**config.mk**
```make
export PLATFORM = sky130hd
export DESIGN_NAME = cfi_ss_ctrl_flat
export DESIGN_NICKNAME = d
export VERILOG_FILES = /design/src/rtl/cfi_ss_pkg.sv /design/src/rtl/cfi_ss_ctrl_if.sv /design/src/rtl/cfi_ss_bounds.sv /design/src/rtl/cfi_ss_ctrl.sv /design/src/flat_wrapper.sv
export SDC_FILE = /design/constraint.sdc
export NUM_CORES = 1
export LEC_CHECK = 0
export BUFFER_PORTS_ARGS = -buffer_cell sky130_fd_sc_hd__buf_2
export CORE_AREA = 10 10 221 223
export DETAILED_ROUTE_END_ITERATION = 16
export DIE_AREA = 0 0 231 233
export PLACE_DENSITY = 0.69
export SKIP_CTS_REPAIR_TIMING = 1
export SYNTH_ARGS = -nofsm -noshare
export SYNTH_HDL_FRONTEND = slang
export SYNTH_SLANG_ARGS = --single-unit
```
**constraint.sdc**
```tcl
create_clock -name clk_i -period 15.4 [get_ports clk_i]
set_clock_uncertainty 0.15 [all_clocks]
set_input_delay 3.08 -clock clk_i [delete_from_list [all_inputs] [get_ports clk_i]]
set_output_delay 3.08 -clock clk_i [all_outputs]
set_load 0.01 [all_outputs]
```
**src/rtl/cfi_ss_pkg.sv**
```systemverilog
// Shared types and constants for the shadow-stack controller.
// Covers the operation encoding, FSM states and exception cause/tval codes.
package cfi_ss_pkg;

  typedef enum logic [1:0] {
    SS_PUSH   = 2'd0,
    SS_POPCHK = 2'd1,
    SS_RDP    = 2'd2
  } ss_op_t;

  typedef enum logic [1:0] {
    IDLE  = 2'd0,
    REQ   = 2'd1,
    WAIT  = 2'd2,
    DRAIN = 2'd3
  } ss_state_t;

  localparam int unsigned CAUSE_ACCESS = 7;
  localparam int unsigned CAUSE_SWCHK  = 18;
  localparam int unsigned TVAL_SSCHK   = 3;
  localparam int unsigned TVAL_BOUNDS  = 4;

endpackage

```
**src/rtl/cfi_ss_ctrl_if.sv**
```systemverilog
// Memory-side request/response bus of the shadow-stack controller.
// The controller drives it through the master modport.
interface cfi_ss_ctrl_if #(
  parameter int XLEN = 64
) ();

  logic            mem_req_o;
  logic            mem_gnt_i;
  logic            mem_we_o;
  logic [XLEN-1:0] mem_addr_o;
  logic [XLEN-1:0] mem_wdata_o;
  logic            mem_rvalid_i;
  logic [XLEN-1:0] mem_rdata_i;
  logic            mem_err_i;

  modport master (
    output mem_req_o,
    output mem_we_o,
    output mem_addr_o,
    output mem_wdata_o,
    input  mem_gnt_i,
    input  mem_rvalid_i,
    input  mem_rdata_i,
    input  mem_err_i
  );

  modport slave (
    input  mem_req_o,
    input  mem_we_o,
    input  mem_addr_o,
    input  mem_wdata_o,
    output mem_gnt_i,
    output mem_rvalid_i,
    output mem_rdata_i,
    output mem_err_i
  );

endinterface

```
**src/rtl/cfi_ss_bounds.sv**
```systemverilog
// Shadow-stack region comparator: flags a push below the base
// or a pop-check at/above the limit.
module cfi_ss_bounds
  import cfi_ss_pkg::*;
#(
  parameter int XLEN = 64
) (
  input  ss_op_t          op_i,
  input  logic [XLEN-1:0] ssp_i,
  input  logic [XLEN-1:0] base_i,
  input  logic [XLEN-1:0] limit_i,
  output logic            viol_o
);

  localparam logic [XLEN-1:0] SBV = XLEN'(XLEN / 8);

  logic [XLEN-1:0] push_addr;

  // Compare the would-be access against the region for the given op.
  always_comb begin
    push_addr = ssp_i - SBV;
    viol_o    = 1'b0;
    if (op_i == SS_PUSH)
      viol_o = push_addr < base_i;
    else if (op_i == SS_POPCHK)
      viol_o = ssp_i >= limit_i;
  end

endmodule

```
**src/rtl/cfi_ss_ctrl.sv**
```systemverilog
// Shadow-stack push / pop-check / read-pointer controller.
// Define CFI_SS_BOUNDS_EN to add base/limit region checking.
module cfi_ss_ctrl
  import cfi_ss_pkg::*;
#(
  parameter int XLEN = 64
) (
  input  logic             clk_i,
  input  logic             rst_i,
  input  logic             flush_i,
  input  logic             sse_i,
  input  logic             valid_i,
  output logic             ready_o,
  input  ss_op_t           op_i,
  input  logic [XLEN-1:0]  data_i,
  cfi_ss_ctrl_if.master    mem,
  input  logic             ssp_we_i,
  input  logic [XLEN-1:0]  ssp_wdata_i,
  output logic [XLEN-1:0]  ssp_o,
  output logic             done_o,
  output logic [XLEN-1:0]  result_o,
  output logic             ex_valid_o,
  output logic [XLEN-1:0]  ex_cause_o,
  output logic [XLEN-1:0]  ex_tval_o
`ifdef CFI_SS_BOUNDS_EN
  ,
  input  logic [XLEN-1:0]  ss_base_i,
  input  logic [XLEN-1:0]  ss_limit_i
`endif
);

  localparam int SB = XLEN / 8;
  localparam int AW = $clog2(SB);
  localparam logic [XLEN-1:0] SBV = XLEN'(SB);

  ss_state_t       state_q, state_d;
  logic [XLEN-1:0] ssp_q, ssp_d;
  logic [XLEN-1:0] addr_q, addr_d;
  logic [XLEN-1:0] data_q, data_d;
  logic            we_q, we_d;
  logic            exp_q, exp_d;
  logic [XLEN-1:0] exc_q, exc_d;
  logic [XLEN-1:0] ext_q, ext_d;

  logic [XLEN-1:0] ssp_eff;
  logic [XLEN-1:0] push_addr;
  logic            accept;
  logic            misal;
  logic            is_mem_op;
  logic            bnd_viol;

  assign ssp_eff   = (state_q == IDLE && ssp_we_i) ? ssp_wdata_i : ssp_q;
  assign push_addr = ssp_eff - SBV;
  assign misal     = |ssp_eff[AW-1:0];
  assign is_mem_op = (op_i == SS_PUSH) || (op_i == SS_POPCHK);
  assign ready_o   = (state_q == IDLE) && !exp_q;
  assign accept    = valid_i && ready_o;

`ifdef CFI_SS_BOUNDS_EN
  cfi_ss_bounds #(
    .XLEN    (XLEN)
  ) u_bounds (
    .op_i    (op_i),
    .ssp_i   (ssp_eff),
    .base_i  (ss_base_i),
    .limit_i (ss_limit_i),
    .viol_o  (bnd_viol)
  );
`else
  assign bnd_viol = 1'b0;
`endif

  assign ssp_o           = ssp_q;
  assign mem.mem_req_o   = state_q == REQ;
  assign mem.mem_we_o    = (state_q == REQ) && we_q;
  assign mem.mem_addr_o  = addr_q;
  assign mem.mem_wdata_o = we_q ? data_q : '0;

  // Next-state, pointer update and completion/exception outputs.
  always_comb begin
    state_d    = state_q;
    ssp_d      = ssp_q;
    addr_d     = addr_q;
    data_d     = data_q;
    we_d       = we_q;
    exp_d      = 1'b0;
    exc_d      = '0;
    ext_d      = '0;
    done_o     = 1'b0;
    result_o   = '0;
    ex_valid_o = exp_q;
    ex_cause_o = exp_q ? exc_q : '0;
    ex_tval_o  = exp_q ? ext_q : '0;
    unique case (state_q)
      IDLE: begin
        ssp_d = ssp_eff;
        if (accept) begin
          if (op_i == SS_RDP) begin
            done_o   = 1'b1;
            result_o = sse_i ? ssp_eff : '0;
          end else if (!sse_i || !is_mem_op) begin
            done_o = 1'b1;
          end else if (misal) begin
            exp_d = 1'b1;
            exc_d = XLEN'(CAUSE_ACCESS);
            ext_d = (op_i == SS_PUSH) ? push_addr : ssp_eff;
          end else if (bnd_viol) begin
            exp_d = 1'b1;
            exc_d = XLEN'(CAUSE_SWCHK);
            ext_d = XLEN'(TVAL_BOUNDS);
          end else begin
            state_d = REQ;
            we_d    = op_i == SS_PUSH;
            addr_d  = (op_i == SS_PUSH) ? push_addr : ssp_eff;
            data_d  = data_i;
          end
        end
      end
      REQ: begin
        if (mem.mem_gnt_i)
          state_d = flush_i ? DRAIN : WAIT;
        else if (flush_i)
          state_d = IDLE;
      end
      WAIT: begin
        if (flush_i) begin
          state_d = mem.mem_rvalid_i ? IDLE : DRAIN;
        end else if (mem.mem_rvalid_i) begin
          state_d = IDLE;
          if (mem.mem_err_i) begin
            ex_valid_o = 1'b1;
            ex_cause_o = XLEN'(CAUSE_ACCESS);
            ex_tval_o  = addr_q;
          end else if (we_q) begin
            done_o = 1'b1;
            ssp_d  = addr_q;
          end else if (mem.mem_rdata_i != data_q) begin
            ex_valid_o = 1'b1;
            ex_cause_o = XLEN'(CAUSE_SWCHK);
            ex_tval_o  = XLEN'(TVAL_SSCHK);
          end else begin
            done_o = 1'b1;
            ssp_d  = ssp_q + SBV;
          end
        end
      end
      DRAIN: begin
        if (mem.mem_rvalid_i)
          state_d = IDLE;
      end
    endcase
  end

  // State and datapath registers.
  always_ff @(posedge clk_i or posedge rst_i) begin
    if (rst_i) begin
      state_q <= IDLE;
      ssp_q   <= '0;
      addr_q  <= '0;
      data_q  <= '0;
      we_q    <= 1'b0;
      exp_q   <= 1'b0;
      exc_q   <= '0;
      ext_q   <= '0;
    end else begin
      state_q <= state_d;
      ssp_q   <= ssp_d;
      addr_q  <= addr_d;
      data_q  <= data_d;
      we_q    <= we_d;
      exp_q   <= exp_d;
      exc_q   <= exc_d;
      ext_q   <= ext_d;
    end
  end

endmodule

```
**src/flat_wrapper.sv**
```systemverilog
// flat-port wrapper written by rule: the top's interface ports become plain ports
module cfi_ss_ctrl_flat import cfi_ss_pkg::*;
#(
  parameter int XLEN = 64
)
  (clk_i, rst_i, flush_i, sse_i, valid_i, ready_o, op_i, data_i, ssp_we_i, ssp_wdata_i, ssp_o, done_o, result_o, ex_valid_o, ex_cause_o, ex_tval_o, mem_mem_req_o, mem_mem_we_o, mem_mem_addr_o, mem_mem_wdata_o, mem_mem_gnt_i, mem_mem_rvalid_i, mem_mem_rdata_i, mem_mem_err_i);
  cfi_ss_ctrl_if #(.XLEN(XLEN)) mem_i ();
  input  logic clk_i;
  input  logic rst_i;
  input  logic flush_i;
  input  logic sse_i;
  input  logic valid_i;
  output logic ready_o;
  input  ss_op_t op_i;
  input  logic [XLEN-1:0] data_i;
  input  logic ssp_we_i;
  input  logic [XLEN-1:0] ssp_wdata_i;
  output logic [XLEN-1:0] ssp_o;
  output logic done_o;
  output logic [XLEN-1:0] result_o;
  output logic ex_valid_o;
  output logic [XLEN-1:0] ex_cause_o;
  output logic [XLEN-1:0] ex_tval_o;
  output wire logic [$bits(mem_i.mem_req_o)-1:0] mem_mem_req_o;
  output wire logic [$bits(mem_i.mem_we_o)-1:0] mem_mem_we_o;
  output wire logic [$bits(mem_i.mem_addr_o)-1:0] mem_mem_addr_o;
  output wire logic [$bits(mem_i.mem_wdata_o)-1:0] mem_mem_wdata_o;
  input wire logic [$bits(mem_i.mem_gnt_i)-1:0] mem_mem_gnt_i;
  input wire logic [$bits(mem_i.mem_rvalid_i)-1:0] mem_mem_rvalid_i;
  input wire logic [$bits(mem_i.mem_rdata_i)-1:0] mem_mem_rdata_i;
  input wire logic [$bits(mem_i.mem_err_i)-1:0] mem_mem_err_i;
  assign mem_mem_req_o = mem_i.mem_req_o;
  assign mem_mem_we_o = mem_i.mem_we_o;
  assign mem_mem_addr_o = mem_i.mem_addr_o;
  assign mem_mem_wdata_o = mem_i.mem_wdata_o;
  assign mem_i.mem_gnt_i = mem_mem_gnt_i;
  assign mem_i.mem_rvalid_i = mem_mem_rvalid_i;
  assign mem_i.mem_rdata_i = mem_mem_rdata_i;
  assign mem_i.mem_err_i = mem_mem_err_i;
  cfi_ss_ctrl #(.XLEN(XLEN)) u_core (.clk_i(clk_i), .rst_i(rst_i), .flush_i(flush_i), .sse_i(sse_i), .valid_i(valid_i), .ready_o(ready_o), .op_i(op_i), .data_i(data_i), .mem(mem_i), .ssp_we_i(ssp_we_i), .ssp_wdata_i(ssp_wdata_i), .ssp_o(ssp_o), .done_o(done_o), .result_o(result_o), .ex_valid_o(ex_valid_o), .ex_cause_o(ex_cause_o), .ex_tval_o(ex_tval_o));
endmodule
```
---- Yosys cells after proc, flatten, opt, wreduce, memory -nomap -nowiden ----
Index checks and enable logic that the tools add are counted.
Widths: inputs -> output; s select.
word-level totals
  memory bits (writable) .................. 0
  output and inout bits ................... 389
  register bits ........................... 324
  input bits .............................. 203
  bits in read-only memories .............. 0
  memories ................................ 0
  bits in latches ......................... 0
operators by class
  div/mod/pow operators ................... 0
  add/sub/neg operators ................... 2
  reduce and logical (&&, ||, !) cells .... 16
  equal/unequal tests ..................... 15
  multiply operators ...................... 0
  shift-type cells ........................ 0
  multiplexer cells ....................... 68
  bitwise logic cells ..................... 3
  order comparisons ....................... 0
operators with widths
  kind                   count
  $mux 64                35
  $pmux 64 s2            1
  $add 64x4->64 const B  1
  $ne 64x64->1           1
  $sub 64x4->64 const B  1
  $mux 1                 20
  $mux 2                 9
  $reduce_and 5->1       3
  $ne 2x2->1 const B     6
  $pmux 2 s4             1
  $eq 2x2->1 const B     3
  $ne 3x2->1 const B     2
  $eq 2x1->1 const B     2
  $logic_and 1x1->1      4
  $logic_not 2->1        2
  $logic_not 1->1        3
  $mux 3                 1
  $not 1->1              3
  $reduce_or 3->1        1
  $logic_or 1x1->1       2
  $ne 2x1->1 const B     1
  $pmux 1 s2             1
  $reduce_bool 2->1      1

---- Longest topological paths before layout ----
  depth after elaboration ................. 10
  gate-level depth with buffers ........... 12
  mapped depth without buffers ............ 8

---- Worst setup path before layout ----
Ideal clock, no wire load.
  path type ............................... input to output
  start point ............................. input port mem_mem_rdata_i[38]
  end point ............................... output port ex_cause_o[2]
  setup slack ............................. 6978 ps
  data required time ...................... 12170 ps
  cell stages on the path ................. 9
  arrival ................................. 5192 ps
  cells stage by stage .................... xor2_1 -> nor4_1 -> nand4_1 -> nor4_1 -> clkbuf_1 -> nand2b_1 -> nor2_1 -> o21ai_0 -> buf_4
between the ends
  cells in the longest elaborated chain, start to end .. 7
RTL lines
  element          RTL line            source
  start, declared  flat_wrapper.sv:30  input wire logic [$bits(mem_i.mem_rdata_i)-1:0] mem_mem_rdata_i;
  $ne 64x64->1     cfi_ss_ctrl.sv:137  end else if (mem.mem_rdata_i != data_q) begin
  $mux 64          cfi_ss_ctrl.sv:137
  $mux 64          cfi_ss_ctrl.sv:134  end else if (we_q) begin
  $mux 64          cfi_ss_ctrl.sv:130  if (mem.mem_err_i) begin
  $mux 64          cfi_ss_ctrl.sv:128  end else if (mem.mem_rvalid_i) begin
  $mux 64          cfi_ss_ctrl.sv:126  if (flush_i) begin
  $mux 64          cfi_ss_ctrl.sv:94   unique case (state_q)
  end, declared    flat_wrapper.sv:22  output logic [XLEN-1:0] ex_cause_o;
Every way passes these cells.

---- Worst setup path after layout ----
  start point ............................. input port mem_mem_rdata_i[26]
  end point ............................... output port ex_cause_o[0]
Same word-level chain as after synthesis.

==> impl_metrics.yaml <==
timing:
  worst_slew_pin_slew_ns: 1.02
  fin_crit_ns: 9.59
  finalCritPeriodShare_pct: 62.3
  hold_viol_final: 0
  rsz0062_at_grt: "no"
  fin_ws_ns: 5.81
  holdWs_ns: 0.370
  setup_tns_ns: 0
  finalSetupViolCount: 0
  slew-limit-headroom_pct: 31.8
  timing.fmax_mhz: 104
  final_max_slew_viol_count: 0
worst_setup_path:
  crit_buf_inv: 3
  crit_family: "simple AND/OR/NAND/NOR gates"
  crit_path_frequent_cell: "buf_2"
  cp.arrival_ns: 6.36
  startpoint_type: "primary input"
  path_cells: "buf_2, xor2_1, nor4_1, nand4_1, nor4_2, buf_4, nand2b_1, nor2_1, o21ai_0, buf_2"
  cpPeakStageDelay_ns: 0.80
  required_ns: 12.17
  critPathKind: "in2out"
  crit_path_end_kind: "primary output"
  crit_slowest_cell: "nor4_1"
  cp_max_fo: 13
worst_hold_path:
  min_path_type: "reg2reg"
placement:
  place_hpwl_um: 55400
  pre_cts_ws_ns: 5.71
  numPortBuffers: 531
  gp_congestion: 1.03
logic_synthesis:
  ys_types: 79
  yosysTopAreaCell: "dfrtp_1"
  syn_inst: 2043
  synth_edf_count: 0
  syn_avg_cell_area_um2: 8.11
  synth_compound_area_share_pct: 17.3
  synth_top_family_by_area: "simple AND/OR/NAND/NOR gates"
  syn_area_um2: 16600
  synthDominantCellAreaShare_pct: 39.3
  ys_ff_latch: 260
  synth_fa_ha_area_share_pct: 0.0756
  synth-simple-area-share_pct: 25.9
  synth_flop_cell: "dfrtp_1"
  synth_top_cells_by_area: "dfrtp_1 (39%), nand2_1 (8.4%), nor2_1 (5.2%)"
  synthMuxAreaShare_pct: 3.70
  ys_seq_area_share_pct: 39.3
  synthXorXnorAreaFrac_pct: 6.66
  async_flop_share_pct: 100
  yosysWarnings: 0
detailed_routing:
  via_per_inst: 5.58
  dr.first_iter.drc_count: 1381
  wl_um: 73700
  first_pass_iters: 7
  wl_per_cell_um: 23.7
  vias: 17300
  drc: 0
  antenna_left: 0
clocking:
  clk_latency_ns: 0.58
  clock_sinks: 260
  htreeDepth: 1
  tritoncts: "done"
  cts_buffers: 31
  clkTransAtPathRegs_ns: 0.06
  clockRootBuffer: "clkbuf_16"
  cts_buffer_depth: 3
floorplan:
  ios: 592
  dieArea_um2: 53800
  die-width_um: 231
  die_h_um: 233
  core_um2: 44100
  start_util_pct: 37.5
  std_cell_rows: 77
grt:
  overflow: 0
  grt_pass1_vias: 17500
  antenna_found_initial: 11
  grt_first_pass_wirelength_um: 109000
  track_usage_pct: 25.8
  grt_max_degree: 123
pwr:
  p_per_area_nw_per_um2: 176
  ir_drop_mv: 0.138
  p_leak_nw: 10.5
status:
  run_status: "finished, final reports clean"
cells_and_area:
  layout.nets: 2689
  area_growth_pct: 23.8
  drive_gt1_share_pct: 26.4
  utilization_pct: 46.5
run:
  cap_violations: 0
[per-stage QoR]
stage	total power [mW]	cells	cell area, um2
after global routing	3.82	3102	20500
after detailed placement	2.81	3044	19400
after CTS	3.62	3099	20500
final	3.60	3104	20500
after global placement	2.77	3044	19400
after floorplan	2.12	2102	16800
[registers in the layout, summed over array words and instances, names as in the netlist]
name and count:
u_core.data_q 64, u_core.ext_q 64, u_core.mem.mem_addr_o 64, u_core.ssp_o 64
u_core.state_q 2, u_core.exc_q 1, u_core.we_q 1
[final timing paths]
| kind | from | to | slack (ns) | cells after the start |
|---|---|---|---|---|
| max | mem_mem_rdata_i[26] | ex_cause_o[0] | 5.81 | 10 |
| min | u_core.data_q[14]$_DFFE_PP0P_ | u_core.data_q[14]$_DFFE_PP0P_ | 0.37 | 2 |
| max reg2reg | u_core.state_q[0]$_DFFE_PP0P_ | u_core.mem.mem_addr_o[3]$_DFFE_PP0P_ | 10.51 | 8 |
| min reg2reg | u_core.data_q[14]$_DFFE_PP0P_ | u_core.data_q[14]$_DFFE_PP0P_ | 0.37 | 2 |
| max in group asynchronous | rst_i | u_core.ext_q[54]$_DFF_PP0_ | 10.98 | 3 |
| min in group asynchronous | rst_i | u_core.ext_q[7]$_DFF_PP0_ | 2.55 | 2 |
[cell type report]
cell class	instances	area (um2)
Antenna cell	5	12.5
Clock buffer	44	915
Clock inverter	11	183
Fill cell	4435	23600
Inverter	26	105
Multi-Input combinational cell	1608	9180
Sequential cell	260	6510
Tap cell	592	741
Timing Repair Buffer	558	2860
[synthesized netlist by cell type, types with 25 or more instances]
cell type  instances
a21oi_1          113
mux2i_1           50
nor3_1            66
nor4_1            40
a22o_1            63
nand3_1           46
inv_1             25
clkbuf_1         111
dfrtp_1          260
nor2_1           229
xnor2_1           31
o21ai_0          105
and2_1            85
nand2_1          370
nand4_1           27
buf_4             65
xor2_1            93
[layer usage]
metal	routed length (um)	part of all wire, %	track usage (%)
met4	3090	4.2	11.3
met3	6170	8.4	6.06
met5	47	0.064	0
met2	36600	50	45.2
met1	27800	38	29.6
[cells by family after synthesis]
| group | after synthesis |
|---|---|
| DFF | 260 |
| xor gates and xnor gates | 125 |
| AOI/OAI and AO/OA | 433 |
| and+or+nand+nor | 929 |
| adders and majority gates | 1 |
| other | 1 |
| muxes | 60 |
| buffers and inverters | 234 |
[power by group]
group,leakage (nW),internal (mW),switching [mW],total [mW]
logic,6.59,0.565,0.905,1.47
clock network,0.542,0.492,0.307,0.799
registers,3.41,0.920,0.416,1.34
total,10.5,1.98,1.63,3.60
[layout by cell type (no fill, tap or decap), types with 9 or more instances in the layout]
master	netlist	final
and2_1	85	84
buf_2	18	531
clkbuf_8	0	9
xor2_1	93	93
nand4_1	27	27
a2bb2oi_1	12	12
o21a_1	10	10
nand3_1	46	46
nand2_1	370	370
o21ai_0	105	104
and3_1	9	9
o22ai_1	20	20
a22o_1	63	63
clkbuf_16	0	31
a21oi_1	113	112
xnor2_1	31	31
dfrtp_1	260	259
nor3_1	66	66
a31oi_1	18	18
conb_1	1	60
buf_4	65	27
nor2_1	229	227
mux2i_1	50	50
inv_1	25	24
mux2_2	10	10
nor4_1	40	38
[tightest hold or removal path: stages (launching register included)]
cell	delay, ns
dfrtp_1	0.37
nand2_1	0.06
nand2_1	0.06
No activity file was read; power rests on OpenSTA's default activity.
